===== src/rtl/codec_intf.sv =====
`default_nettype none
// codec_intf: derives MCLK/SCLK/LRCLK from clk and moves I2S data between the codec and the core.
// Rev 1.0. Incoming words appear as a parallel left/right pair with a valid strobe; outgoing pairs are serialised onto SDin.
module codec_intf (
  input  logic        clk,
  input  logic        rst,
  input  logic [15:0] lft_out,
  input  logic [15:0] rht_out,
  input  logic        SDout,
  output logic        MCLK,
  output logic        SCLK,
  output logic        LRCLK,
  output logic        RSTn,
  output logic        SDin,
  output logic [15:0] lft_in,
  output logic [15:0] rht_in,
  output logic        valid
);

  logic [9:0]  cnt;
  logic [9:0]  cnt_nxt;
  logic [1:0]  frm_cnt;
  logic [15:0] lft_sr;
  logic [15:0] rht_sr;
  logic [15:0] lft_shadow;
  logic [15:0] tx_lft;
  logic [15:0] tx_rht;
  logic [4:0]  slot;
  logic [4:0]  slot_nxt;
  logic [3:0]  bit_idx;
  logic        in_word;
  logic        in_word_nxt;
  logic        tx_bit;

  assign cnt_nxt     = cnt + 10'd1;
  assign slot        = cnt[8:4];
  assign slot_nxt    = cnt_nxt[8:4];
  assign in_word     = (slot >= 5'd1) && (slot <= 5'd16);
  assign in_word_nxt = (slot_nxt >= 5'd1) && (slot_nxt <= 5'd16);
  // Slot s carries bit 16-s; modulo 16 that is simply -s.
  assign bit_idx     = 4'd0 - slot_nxt[3:0];
  assign tx_bit      = cnt_nxt[9] ? tx_rht[bit_idx] : tx_lft[bit_idx];

  always_ff @(posedge clk) begin
    if (rst) begin
      cnt        <= '0;
      frm_cnt    <= '0;
      MCLK       <= 1'b0;
      SCLK       <= 1'b0;
      LRCLK      <= 1'b0;
      RSTn       <= 1'b0;
      SDin       <= 1'b0;
      lft_in     <= '0;
      rht_in     <= '0;
      valid      <= 1'b0;
      lft_sr     <= '0;
      rht_sr     <= '0;
      lft_shadow <= '0;
      tx_lft     <= '0;
      tx_rht     <= '0;
    end else begin
      cnt   <= cnt_nxt;
      // Clock outputs track the counter value being loaded, so they equal the cnt bits cycle for cycle.
      MCLK  <= cnt_nxt[1];
      SCLK  <= cnt_nxt[3];
      LRCLK <= cnt_nxt[9];
      RSTn  <= 1'b1;

      if ((cnt[3:0] == 4'b0111) && in_word) begin
        if (cnt[9]) rht_sr <= {rht_sr[14:0], SDout};
        else        lft_sr <= {lft_sr[14:0], SDout};
      end

      if (cnt == 10'h108) lft_shadow <= lft_sr;

      if (cnt == 10'h308) begin
        lft_in <= lft_shadow;
        rht_in <= rht_sr;
      end
      valid <= (cnt == 10'h308) && frm_cnt[1];

      if (cnt == 10'h3FF) begin
        tx_lft <= lft_out;
        tx_rht <= rht_out;
        if (frm_cnt != 2'd3) frm_cnt <= frm_cnt + 2'd1;
      end

      if (cnt[3:0] == 4'b1111) SDin <= in_word_nxt ? tx_bit : 1'b0;
    end
  end

endmodule
`default_nettype wire


===== config.mk =====
export PLATFORM = sky130hd
export DESIGN_NAME = codec_intf
export DESIGN_NICKNAME = d
export VERILOG_FILES = /design/src/rtl/codec_intf.sv
export SDC_FILE = /design/constraint.sdc
export NUM_CORES = 1
export LEC_CHECK = 0
export CELL_PAD_IN_SITES_DETAIL_PLACEMENT = 0
export CELL_PAD_IN_SITES_GLOBAL_PLACEMENT = 1
export CORE_ASPECT_RATIO = 0.7
export CORE_MARGIN = 3
export CORE_UTILIZATION = 41
export DETAILED_ROUTE_END_ITERATION = 12
export PLACE_DENSITY = 0.78
export SKIP_LAST_GASP = 1
export SYNTH_ARGS = -nofsm -noshare
export SYNTH_HDL_FRONTEND = slang
export SYNTH_SLANG_ARGS = --single-unit

===== constraint.sdc =====
create_clock -name clk -period 4.3 [get_ports clk]
set_input_delay 1.29 -clock clk [delete_from_list [all_inputs] [get_ports clk]]
set_output_delay 1.29 -clock clk [all_outputs]
set_load 0.01 [all_outputs]

==> metrics.md <==
| Metric | Value |
|---|---|
| Seq/Total Area, Yosys | 0.514 |
| Final cycle utilization of the critical path | 0.717 |
| Synthesized area per cell | 9.07 um2 |
| Final setup viols | 0 |
| Worst EP arrival | 3.38 ns |
| Die Width | 137 um |
| DIE AREA | 13400 um2 |
| Final GP Congestion | 0.830 |
| FF-to-FF path depth | 10 |
| Critical R2R Capture | SDin |
| Layout area overhead | 27.4% |
| VDD IR max | 0.300 mV |
| Buf/Inv on CP | 2 |
| Mapped Nets | 585 |
| Largest area contributor in the netlist | dfxtp_1 |
| Drt pass-1 iters | 4 |
| Worst Setup Start Kind | register |
| CP Data Required Time | 4.59 ns |
| Worst slew pin tran | 1.12 ns |
| Worst-path maximum fanout | 11 |
| CP delay by family, top | adder cells |
| Critical-path top delay cell | mux4_2 |
| Max-slew violations | 0 |
| Setup TNS | 0 ns |
| CTS root buf | clkbuf_16 |
| # Post-CTS Setup Buffers | 0 |
| Hold-fix buffer count after cts | 0 |
| Layout cell share with drive strength beyond 1 | 0.0813 |
| First-pass GRT wire length | 18300 um |
| Seq cells post-synth | 127 |
| Synth cell types | 39 |
| Yosys top cell area share | 0.514 |
| Initial core utilization | 0.435 |
| Top FF cell, synth | dfxtp_1 |
| Pin count of the biggest net entering global routing | 66 |
| Hold Crit Endpoint | rht_in[10] |
| RSZ-0062 raised after global routing | no |
| Minimum clock period after layout | 3.08 ns |
| R2R Setup Slk | 1.22 ns |
| Post-cts resize count | 0 |
| Design area | 6290 um2 |
| Total of max-cap violations | 0 |
| Buffer depth of the longest clock path | 2 |
| Vias in the first global route | 3628 |
| Row count | 32 |
| Power per cell area | 414 nW/um2 |
| CP Capture Type | register |
| Slew margin rel. | 0.251 |
| Fin. Hold Viols | 0 |
| GRT Overall Usage | 0.173 |
| Yosys warns | 0 |
| Antenna violations before repair | 0 |
| I/O pin count | 73 |
| Gr ovfl total | 0 |
| Clk_skew | 0.0101 ns |
| TritonCTS Buffers | 17 |
| Outcome | completed |
| Post-synth EDFFs | 0 |
| HP Class | reg -> reg |
| Final ANT Viol Nets | 0 |
| Die H | 97.9 um |
| Crit path top cell by count | ha_1 |
| Pleak | 2.27 nW |
| Highest clock rate | 324 MHz |
| Ant diodes | 0 |
| Vias post-DR | 3832 |
| Cell with the most instances after synthesis | nand2_1 |
| Post-DP Area | 5740 um2 |
| Wirelength, routed | 11100 um |
| Synth area leaders | dfxtp_1 (51%), mux2i_1 (11%), nand2_1 (10%) |
| H-tree depth | 4 |
| Clock Sinks | 127 |
| Synthesized area | 4940 um2 |
| Clock latency on the worst-skew pair | 0.41 ns |
| CTS tree | yes |
| Cell count after synthesis | 545 |
| Synth cell count leaders | nand2_1 (134), dfxtp_1 (127), a21oi_1 (67) |
| CP Cell Sequence | ha_1, nand3_2, xor2_1, buf_4, inv_1, ha_1, mux4_2, mux2_2, o21ai_1, a211oi_2 |
| WL/cell | 14.5 um |
| Nets | 644 |
| Buffers on Ports | 72 |
| Worst Path Class, Setup | reg -> reg |
| Hold wc startpoint | rht_in[10] |
| CTS clk-pin slew, worst paths | 0.05 ns |
| # DRC | 0 |
| FF-to-FF Start | cnt[0] |
| Core ar. | 11400 um2 |
| DP HPWL | 7430 um |
| Hold Crit Depth | 2 |
| Vias/cell | 4.99 |
| First DRT Iteration DRCs | 189 |
| Fraction of registers with async set/reset | 0 |
| Slowest stage delay, CP | 0.56 ns |
==> how the worst max path moves through the flow <==
stage,depth (start not counted),from,to
2_1_floorplan,11,cnt[1],SDin
3_3_place_gp,10,cnt[0],SDin
3_5_place_dp,10,cnt[0],SDin
4_1_cts,10,cnt[0],SDin
5_1_grt,10,cnt[0],SDin
6_report,10,cnt[0],SDin
==> per-stage QoR <==
stage / cells / total power, mW / utilization / hold WS, ns / setup slack [ns]
finish: 768 / 2.60 / 0.554 / 0.451 / 1.22
global route: 768 / 2.69 / 0.554 / 0.468 / 0.983
CTS: 768 / 2.63 / 0.554 / 0.454 / 1.25
detailed placement: 738 / 1.27 / 0.505 / 0.445 / 1.25
global placement: 738 / 1.27 / 0.505 / 0.445 / 1.40
floorplan: 545 / 1.23 / - / 0.431 / 1.29
==> power breakdown <==
group	switching, mW	internal, mW
Combinational	0.0286	0.0354
Sequential	0.00432	1.18
Clock	0.482	0.872
Total	0.515	2.09
==> worst register-to-register path, stage by stage, from the launching register on <==
cell and delay (ns):
dfxtp_1 0.43, ha_1 0.29, nand3_2 0.17, xor2_1 0.17, buf_4 0.23, inv_1 0.07
ha_1 0.54, mux4_2 0.56, mux2_2 0.27, o21ai_1 0.15, a211oi_2 0.08
==> routing by layer <==
layer,GRT usage,wire (um),up-vias
met5,0,0,-
met4,0.0637,151,0
met3,0.0556,621,13
met2,0.235,4750,78
met1,0.255,5580,1815
li1,-,-,1926
==> layout make-up <==
| cell class | count | area [um2] |
|---|---|---|
| clock inverter | 7 | 87.6 |
| sequential | 127 | 2540 |
| timing repair buffer | 78 | 763 |
| fill | 1007 | 5080 |
| inverter | 6 | 22.5 |
| clock buffer | 23 | 468 |
| multi-input combinational | 374 | 2220 |
| tap | 153 | 191 |
==> cells by family after synthesis <==
logic type,synth area share
compound gates,0.0785
xor+xnor,0.0246
fa+ha+maj,0.0127
buf+inv,0.0392
flops,0.514
mux,0.144
simple gates,0.187
==> sequential cells by signal (all words and copies together), names as in the netlist <==
| name | count |
|---|---|
| SDin | 1 |
| lft_sr | 16 |
| tx_rht | 16 |
| tx_lft | 16 |
| rht_sr | 16 |
| RSTn | 1 |
| lft_in | 16 |
| frm_cnt | 2 |
| rht_in | 16 |
| valid | 1 |
| LRCLK | 1 |
| cnt | 9 |
| lft_shadow | 16 |
==> cell usage in the layout, fill, tap and decap left out, types with 3 or more instances in the layout <==
cell | synthesis | final
clkbuf_16 | 0 | 17
nand3_1 | 3 | 3
xnor2_1 | 7 | 7
a21oi_1 | 67 | 67
inv_1 | 6 | 6
clkbuf_1 | 26 | 4
dfxtp_1 | 127 | 127
nor2_1 | 62 | 62
mux4_2 | 8 | 8
buf_4 | 3 | 7
nand4_1 | 3 | 3
clkinv_2 | 0 | 4
mux2i_1 | 52 | 52
ha_1 | 5 | 5
clkdlybuf4s50_1 | 0 | 71
nand2_1 | 134 | 134
xor2_1 | 5 | 5
No activity file was read; power rests on OpenSTA's default activity.
